[src/rtl/div_pkg.sv]
// Shared definitions for the iterative divider.
//   DIV_WIDTH  : default operand / quotient / remainder width
//   DIV_CNT_W  : iteration counter width for the default width
//   state_t    : sequencing FSM encoding
//   cnt_bits() : counter width needed to hold the value w
//   cla_carry(): 4-bit carry-lookahead carry into position pos (0..4)
package div_pkg;

  localparam int DIV_WIDTH = 64;

  function automatic int cnt_bits(input int w);
    return $clog2(w + 1);
  endfunction

  localparam int DIV_CNT_W = cnt_bits(DIV_WIDTH);

  typedef enum logic [1:0] {
    IDLE = 2'd0,
    BUSY = 2'd1,
    DONE = 2'd2
  } state_t;

  // Flattened lookahead equations for one 4-wide group. pos = 4 yields the
  // group carry-out; with cin = 0 that is the group generate term.
  function automatic logic cla_carry(input logic [3:0] g, input logic [3:0] p,
                                     input logic cin, input int unsigned pos);
    logic c;
    case (pos)
      0: c = cin;
      1: c = g[0] | (p[0] & cin);
      2: c = g[1] | (p[1] & g[0]) | (p[1] & p[0] & cin);
      3: c = g[2] | (p[2] & g[1]) | (p[2] & p[1] & g[0])
           | (p[2] & p[1] & p[0] & cin);
      default: c = g[3] | (p[3] & g[2]) | (p[3] & p[2] & g[1])
                 | (p[3] & p[2] & p[1] & g[0])
                 | (p[3] & p[2] & p[1] & p[0] & cin);
    endcase
    return c;
  endfunction

endpackage

[src/rtl/div_64_iter_sub_cla.sv]
// Combinational N-bit subtractor, diff = a - b computed as a + ~b + 1.
// Bits are grouped by 4 with a lookahead carry per group; groups are in turn
// grouped by 4 with a second lookahead level. The operands are padded up to
// a whole number of groups (pad bits propagate, never generate) so the
// carry-out of the padded adder equals the carry-out of the N-bit one.
//   a, b   : N-bit unsigned operands
//   diff   : a - b modulo 2^N
//   borrow : 1 when a < b (inverse of the adder carry-out)
module sub_cla
  import div_pkg::*;
#(
  parameter int N = DIV_WIDTH + 1
) (
  input  logic [N-1:0] a,
  input  logic [N-1:0] b,
  output logic [N-1:0] diff,
  output logic         borrow
);

  localparam int NG  = (N + 3) / 4;   // real 4-bit groups
  localparam int M   = NG * 4;        // padded bit width
  localparam int NB  = (NG + 3) / 4;  // second-level blocks
  localparam int NGP = NB * 4;        // padded group count

  logic [M-1:0]   g;
  logic [M-1:0]   p;
  logic [N-1:0]   c;   // carry into each real bit
  logic [NGP-1:0] gg;
  logic [NGP-1:0] gp;
  logic [NG-1:0]  cg;  // carry into each real group
  logic [NB:0]    cb;  // carry into each block; cb[NB] is the carry-out

  genvar gi;
  generate
    for (gi = 0; gi < M; gi++) begin : g_bit
      if (gi < N) begin : g_real
        assign g[gi] = a[gi] & ~b[gi];
        assign p[gi] = a[gi] ^ ~b[gi];
      end else begin : g_pad
        assign g[gi] = 1'b0;
        assign p[gi] = 1'b1;
      end
    end

    for (gi = 0; gi < NGP; gi++) begin : g_grp
      if (gi < NG) begin : g_real
        assign gg[gi] = cla_carry(g[4*gi +: 4], p[4*gi +: 4], 1'b0, 4);
        assign gp[gi] = &p[4*gi +: 4];
      end else begin : g_pad
        assign gg[gi] = 1'b0;
        assign gp[gi] = 1'b1;
      end
    end

    // The +1 of two's complement negation enters as the carry-in.
    assign cb[0] = 1'b1;
    for (gi = 0; gi < NB; gi++) begin : g_blk
      assign cb[gi+1] = cla_carry(gg[4*gi +: 4], gp[4*gi +: 4], cb[gi], 4);
    end

    for (gi = 0; gi < NG; gi++) begin : g_gc
      assign cg[gi] = cla_carry(gg[4*(gi/4) +: 4], gp[4*(gi/4) +: 4],
                                cb[gi/4], gi % 4);
    end

    for (gi = 0; gi < N; gi++) begin : g_bc
      assign c[gi] = cla_carry(g[4*(gi/4) +: 4], p[4*(gi/4) +: 4],
                               cg[gi/4], gi % 4);
    end
  endgenerate

  assign diff   = p[N-1:0] ^ c;
  assign borrow = ~cb[NB];

endmodule

[src/rtl/div_64_iter.sv]
// Iterative radix-2 restoring unsigned divider, one operation in flight.
//   clk, rst          : rising-edge clock, asynchronous active-high reset
//   in_valid/in_ready : operand handshake (dividend, divisor)
//   out_valid/out_ready : result handshake (quotient, remainder, div_by_zero)
// A non-zero divisor takes WIDTH iteration cycles, one trial subtraction per
// cycle; a zero divisor produces all-ones / dividend after one cycle.
module div_64_iter
  import div_pkg::*;
#(
  parameter int WIDTH = DIV_WIDTH
) (
  input  logic             clk,
  input  logic             rst,
  input  logic             in_valid,
  output logic             in_ready,
  input  logic [WIDTH-1:0] dividend,
  input  logic [WIDTH-1:0] divisor,
  output logic             out_valid,
  input  logic             out_ready,
  output logic [WIDTH-1:0] quotient,
  output logic [WIDTH-1:0] remainder,
  output logic             div_by_zero
);

  localparam int CNT_W = cnt_bits(WIDTH);

  state_t             state_reg, state_next;
  logic [WIDTH-1:0]   q_reg, q_next;       // dividend shifts out, quotient shifts in
  logic [WIDTH-1:0]   r_reg, r_next;       // partial remainder, always < divisor
  logic [WIDTH-1:0]   dvsr_reg, dvsr_next;
  logic [CNT_W-1:0]   cnt_reg, cnt_next;
  logic               dbz_reg, dbz_next;

  logic [WIDTH:0]     r_shift;
  logic [WIDTH-1:0]   trial_diff;
  logic               diff_msb_unused;     // zero whenever the trial succeeds
  logic               borrow;

  // One extra bit so a shifted remainder >= 2^(WIDTH-1)*2 still compares
  // correctly against divisors with the MSB set.
  assign r_shift = {r_reg, q_reg[WIDTH-1]};

  sub_cla #(
    .N(WIDTH + 1)
  ) u_sub (
    .a      (r_shift),
    .b      ({1'b0, dvsr_reg}),
    .diff   ({diff_msb_unused, trial_diff}),
    .borrow (borrow)
  );

  always_comb begin
    state_next = state_reg;
    q_next     = q_reg;
    r_next     = r_reg;
    dvsr_next  = dvsr_reg;
    cnt_next   = cnt_reg;
    dbz_next   = dbz_reg;
    case (state_reg)
      IDLE: begin
        if (in_valid) begin
          if (divisor != '0) begin
            q_next    = dividend;
            r_next    = '0;
            dvsr_next = divisor;
            cnt_next  = CNT_W'(WIDTH);
            dbz_next  = 1'b0;
          end else begin
            // Result is known immediately; spend a single BUSY cycle so
            // out_valid rises one edge after the accept.
            q_next   = '1;
            r_next   = dividend;
            dbz_next = 1'b1;
            cnt_next = CNT_W'(1);
          end
          state_next = BUSY;
        end
      end
      BUSY: begin
        if (!dbz_reg) begin
          q_next = {q_reg[WIDTH-2:0], ~borrow};
          r_next = borrow ? r_shift[WIDTH-1:0] : trial_diff;
        end
        cnt_next = cnt_reg - CNT_W'(1);
        if (cnt_reg == CNT_W'(1)) begin
          state_next = DONE;
        end
      end
      DONE: begin
        if (out_ready) begin
          state_next = IDLE;
        end
      end
      default: state_next = IDLE;
    endcase
  end

  always_ff @(posedge clk or posedge rst) begin
    if (rst) begin
      state_reg <= IDLE;
      q_reg     <= '0;
      r_reg     <= '0;
      dvsr_reg  <= '0;
      cnt_reg   <= '0;
      dbz_reg   <= 1'b0;
    end else begin
      state_reg <= state_next;
      q_reg     <= q_next;
      r_reg     <= r_next;
      dvsr_reg  <= dvsr_next;
      cnt_reg   <= cnt_next;
      dbz_reg   <= dbz_next;
    end
  end

  assign in_ready    = (state_reg == IDLE);
  assign out_valid   = (state_reg == DONE);
  assign quotient    = q_reg;
  assign remainder   = r_reg;
  assign div_by_zero = dbz_reg;

endmodule

[config.mk]
export PLATFORM = sky130hd
export DESIGN_NAME = div_64_iter
export DESIGN_NICKNAME = d
export VERILOG_FILES = /design/src/rtl/div_pkg.sv /design/src/rtl/div_64_iter_sub_cla.sv /design/src/rtl/div_64_iter.sv
export SDC_FILE = /design/constraint.sdc
export NUM_CORES = 1
export LEC_CHECK = 0
export ABC_AREA = 1
export CORE_UTILIZATION = 56
export CTS_BUF_LIST = sky130_fd_sc_hd__clkbuf_4 sky130_fd_sc_hd__clkbuf_8
export CTS_CLUSTER_SIZE = 16
export DETAILED_ROUTE_END_ITERATION = 10
export PLACE_DENSITY = 0.86
export SYNTH_ARGS = -nofsm -noshare
export SYNTH_HDL_FRONTEND = slang
export SYNTH_SLANG_ARGS = --single-unit
[constraint.sdc]
create_clock -name clk -period 21 [get_ports clk]
set_clock_uncertainty 0.15 [all_clocks]
set_input_delay 6.3 -clock clk [delete_from_list [all_inputs] [get_ports clk]]
set_output_delay 6.3 -clock clk [all_outputs]
set_load 0.005 [all_outputs]
==> impl_metrics.tcl, run 1 <==
set metrics [dict create \
    status "finished, violations left" \
    violations "design-rule violations" \
    dp.cells 2109 \
    areaGrowthSynthToFinish_pct 27.45 \
    ir_worst_vdd_uv 98.37 \
    grt_first_pass_wirelength_um 63250 \
    antenna_found_initial 0 \
    grt_pass1_vias 12550 \
    drive_gt1_share_pct 5.966 \
    clkSlewWorstSetupHoldPaths_ns 0.05 \
    synthTopCellsByArea "dfrtp_1, nand2_1, ha_1" \
    clock-root-buffer "clkbuf_8" \
    hold_start "cnt_reg[5]" \
    critical_path_buf_inv_count 3 \
    final_cell_mix "nand2_1, clkdlybuf4s50_1, dfrtp_1" \
    wl_per_cell_um 17.69 \
    ios 263 \
    ys_warn_count 0 \
    syn_nets 1859 \
    endpoint_kind "flop" \
    syn-mean-instance-area_um2 7.697 \
    cts_setup_buffers 0 \
    fin_crit_sh_pct 47.51 \
    clk-insertion-delay-late_ns 0.55 \
    synth_compound_area_share_pct 18.43 \
    dp_hpwl_um 26140 \
    p_leak_nw 7.384 \
    io_buffers 262 \
    grt_overflow 0 \
    synth_top_family_by_area "simple AND/OR/NAND/NOR gates" \
    worstPathRequired_ns 21.26 \
    nets 2082 \
    power.density_mw_per_mm2 205.8 \
    synth_simple_gate_area_share_pct 22.64 \
    dp_slack_ns 10.55 \
    min_path_type "flop to flop" \
    die_h_um 152.4 \
    wirelength_um 38460 \
    synth_area_mm2 0.01266 \
    critPathLaunch "divisor[50]" \
    hold_buffers 0 \
    fin_setup_tns_ns 0 \
    period_minus_slack_ns 9.977 \
    antenna_cells 0 \
    fin_total_pwr_mw 3.321 \
    gp_congestion 0.8536 \
    coreArea_mm2 0.02203 \
    max_clock_freq_mhz 100.2 \
    grt_use_total_pct 33.63 \
    worst_pin_slew_ns 1.207 \
    cp_max_fo 66 \
    stdcell_count 2174 \
    final_max_slew_viol_count 0 \
    viasPerCell 5.879 \
    dieArea_mm2 0.02321 \
    synthAdderAreaFrac_pct 8.993 \
    clock-sinks 202 \
    synth_top_area_share_pct 39.92 \
    fin_ws_ns 11.02 \
    startpoint_type "primary input" \
    crit_type "primary input to flop" \
    vias 12780 \
    synth_top_cell_by_area "dfrtp_1" \
    slowest_delay_ns 0.74 \
    start_util_pct 57.48 \
    synth.distinct_cells 47 \
    cts_buffer_depth 3 \
    rsz0062_at_grt "false" \
    seq_area_frac_synth_pct 39.92 \
    synth_xor_area_share_pct 2.006 \
    fp-row-count 54 \
    cts_tree "done" \
    htreeDepth 2 \
    cts_resized 0 \
    drt_iter0_drc 1082 \
    stdcell_area_mm2 0.01614 \
    ant_nets 0 \
    die_w_um 152.4 \
    path_delay_family "buffers and inverters" \
    cts_buffers 37 \
    final_common_cell "nand2_1" \
    finalHoldViolCount 0 \
    finalSetupViolations 0 \
    synthMuxAreaShare_pct 0 \
    ys_seq_elements 202 \
    netlist_instances 1645 \
    remaining_drc_errors 18 \
    grt_max_degree 127 \
    maxCapViolCount 0 \
    slew-limit-headroom_pct 19.56 \
    cp_slowest_cell "nor4b_1" \
    placed_area_mm2 0.01537 \
    arrival_ns 10.24 \
    worstPathCellList "clkdlybuf4s50_1 -> nor4_1 -> and2_1 -> nor4b_1 -> nand2_1 -> nor2_4 -> buf_4 -> inv_2 -> o211ai_1 -> o21ai_0" \
    dr.pass1.iters 9 \
    r2r-start "quotient[63]" \
]
## cells by family (layout without fill, tap and decap cells)
logic type                 count (synthesis)  after routing
AOI/OAI and AO/OA                        381            381
xor gates and xnor gates                  29             29
adders and majority gates                 82             82
buffers and inverters                    259            508
DFF                                      202            202
and+or+nand+nor                          692            692
## report_power, final
group | leakage (nW) | internal [mW] | switching [mW]
Clock | 0.406 | 0.219 | 0.173
Sequential | 2.35 | 0.600 | 0.175
Combinational | 4.63 | 0.915 | 1.24
## through the flow
step           utilization, %  hold WS, ns
2_1_floorplan               -       0.3087
3_3_place_gp            69.80       0.3323
3_5_place_dp            69.80       0.3446
4_1_cts                 73.26       0.3552
5_1_grt                 73.26       0.3954
6_report                73.26       0.3586
## layout make-up
type	instances	area [um^2]
clock buffers	58	723.2
well taps	280	350.3
fillers	1667	5889
clock inverters	7	40.04
flip-flops and latches	202	5055
repair buffers	269	2675
inverters	174	670.6
multi-input cells	1184	6623
## path summary, 6_finish.rpt
| check | end | slack (ns) | depth (start not counted) |
|---|---|---|---|
| max in group asynchronous | dvsr_reg[30] | 12.97 | 3 |
| worst max-delay path | cnt_reg[6] | 11.02 | 10 |
| min in group asynchronous | cnt_reg[4] | 6.14 | 2 |
| worst max register to register | remainder[50] | 16.71 | 20 |
| worst min register to register | cnt_reg[5] | 0.36 | 1 |
| worst min-delay path | cnt_reg[5] | 0.36 | 1 |
## worst register-to-register path, cell delays in order, from the launching register on
cell and delay [ns]:
dfrtp_1 0.42, inv_1 0.07, ha_1 0.32, nand2_1 0.08, nand3b_1 0.13, nand2_1 0.11
nand2_1 0.12, nand3b_1 0.12, nand2_1 0.18, nand2_1 0.13, nand2_2 0.12, nand2_2 0.10
nand2_4 0.11, nand3_4 0.10, nand3_4 0.70, nand2_4 0.55, clkinv_4 0.30, nand2_1 0.16
nand3_1 0.07, o21ai_0 0.10, inv_1 0.06
## routing by layer
metal | track usage (%) | routed length [um] | up-vias | share of wire, %
li1 | - | - | 5961 | -
met1 | 44.02 | 15500 | 6050 | 40
met2 | 53.21 | 17710 | 648 | 46
met3 | 6.428 | 3477 | 123 | 9.0
met4 | 17.74 | 1767 | 0 | 4.6
met5 | 0 | 0 | - | 0
## Yosys cell counts, drive strengths merged
cell,count
nand3b,4
dfrtp,202
a31oi,15
o211ai,20
and2,1
a41oi,63
nand2,411
o22ai,3
o311ai,1
o21ai,97
a221oi,2
or2,4
nor4b,1
a21boi,4
xor2,15
a21oi,164
nor4,12
clkbuf,65
nor3,7
nor2,175
buf,20
nand4,9
and3,2
clkinv,2
and3b,1
xnor2,14
fa,15
inv,172
ha,67
o21bai,10
a21o,2
nand3,65
(Power assumes the default switching activity.)
==> inputs of run 2 (changes only) <==
CORE_UTILIZATION = 48   (was 56)
PLACE_DENSITY = 0.79   (was 0.86)
clock period = 8.2 ns   (was 21 ns; I/O delays follow)
==> run 2 against run 1 <==
Effect of this change: the run now ends clean; first-iteration DRC count is 6.5% higher; clock power increased to 2.8 times the previous value; die area increased by 16%; register-to-register slack worse by 13 ns; largest power group unchanged.
==> impl_metrics.tcl, run 2 (same netlist as run 1, synthesis figures left out) <==
set metrics [dict create \
    clkSlewWorstSetupHoldPaths_ns 0.06 \
    worst_pin_slew_ns 1.001 \
    max_clock_freq_mhz 193.9 \
    cts_buffers 38 \
    cts_resized 0 \
    cts_buffer_depth 3 \
    final_max_slew_viol_count 0 \
    slowest_delay_ns 0.66 \
    gp_congestion 0.8753 \
    fp-row-count 59 \
    fin_crit_sh_pct 62.88 \
    clock-sinks 202 \
    dieArea_mm2 0.02703 \
    final_common_cell "nand2_1" \
    io_buffers 262 \
    start_util_pct 48.72 \
    ir_worst_vdd_uv 329.0 \
    rsz0062_at_grt "false" \
    arrival_ns 5.46 \
    nets 2087 \
    dp_slack_ns 2.529 \
    cts_setup_buffers 0 \
    grt_pass1_vias 12230 \
    grt_max_degree 133 \
    fin_setup_tns_ns 0 \
    period_minus_slack_ns 5.156 \
    hold_buffers 0 \
    worstHoldPathCells 1 \
    wirelength_um 39470 \
    r2r_cells 20 \
    endpoint_kind "flop" \
    startpoint_type "primary input" \
    final_cell_mix "nand2_1, clkdlybuf4s50_1, dfrtp_1" \
    clock-root-buffer "clkbuf_8" \
    coreArea_mm2 0.02598 \
    die_h_um 164.4 \
    grt_use_total_pct 29.34 \
    crit_type "primary input to flop" \
    remaining_drc_errors 0 \
    htreeDepth 2 \
    worstPathCellList "clkdlybuf4s50_1 -> nor4_1 -> nand4_1 -> nor2_1 -> nand2_1 -> nor2_4 -> buf_4 -> a21oi_1 -> a21boi_0 -> a21oi_1" \
    drive_gt1_share_pct 6.263 \
    p_leak_nw 7.438 \
    cts_tree "done" \
    clk-insertion-delay-late_ns 0.53 \
    maxCapViolCount 0 \
    status "finished, final reports clean" \
    finalSetupViolations 0 \
    utilization_pct 62.77 \
    wl_per_cell_um 17.64 \
    grt_overflow 0 \
    dr.pass1.iters 5 \
    slew-limit-headroom_pct 33.17 \
    worstPathRequired_ns 8.51 \
    fin_ws_ns 3.044 \
    die_w_um 164.4 \
    grt_first_pass_wirelength_um 62190 \
    areaGrowthSynthToFinish_pct 28.83 \
    cp_slowest_cell "buf_4" \
    vias 12650 \
    antenna_found_initial 0 \
    min_path_type "flop to flop" \
    ant_nets 0 \
    cp_common_cell "a21oi_1" \
    cp_max_fo 65 \
    power.density_mw_per_mm2 524.8 \
    drt_iter0_drc 1152 \
    ios 263 \
    finalHoldViolCount 0 \
    dp_hpwl_um 27480 \
    viasPerCell 5.655 \
]
## run 2: per-stage QoR
stage / hold WS, ns / std cells / cell area, um^2 / power [mW]
2_1_floorplan: 0.3087 / 1645 / 12660 / 5.668
3_3_place_gp: 0.3286 / 2168 / 15470 / 7.167
3_5_place_dp: 0.3463 / 2168 / 15470 / 7.430
4_1_cts: 0.3519 / 2235 / 16310 / 8.549
5_1_grt: 0.3877 / 2235 / 16310 / 9.364
6_report: 0.3555 / 2237 / 16310 / 8.559
## run 2: layout make-up
class	count	area (um^2)
diodes	2	5.005
flip-flops and latches	202	5055
clock buffers	63	785.8
inverters	174	670.6
fillers	2218	9674
well taps	335	419.2
multi-input cells	1184	6623
repair buffers	273	2705
clock inverters	4	47.55
## run 2: path summary, 6_finish.rpt
check                             startpoint             to  slack, ns
worst max register to register  quotient[63]  remainder[27]       3.83
worst min-delay path              cnt_reg[5]     cnt_reg[5]       0.36
max in group asynchronous                rst  remainder[44]       4.36
worst min register to register    cnt_reg[5]     cnt_reg[5]       0.36
worst max-delay path             divisor[14]  remainder[34]       3.04
min in group asynchronous                rst   remainder[0]       2.29
## run 2: critical path, delay by kind of cell
family	cells	cell delay [ns]
AOI/OAI and AO/OA	3	0.51
buffers and inverters	2	1.09
and+or+nand+nor	5	1.38
## run 2: where the power goes
| part | internal, mW | total [mW] | switching, mW |
|---|---|---|---|
| combinational | 2.35 | 5.49 | 3.15 |
| clock | 0.634 | 1.08 | 0.445 |
| sequential | 1.54 | 1.99 | 0.449 |
## run 2: metal layers
metal	global-route usage, %	up-vias	wire length [um]
met3	4.294	116	2907
met4	15.39	0	1862
met1	38.40	6012	16550
met2	47.20	579	18150
li1	-	5943	-
met5	0	-	0
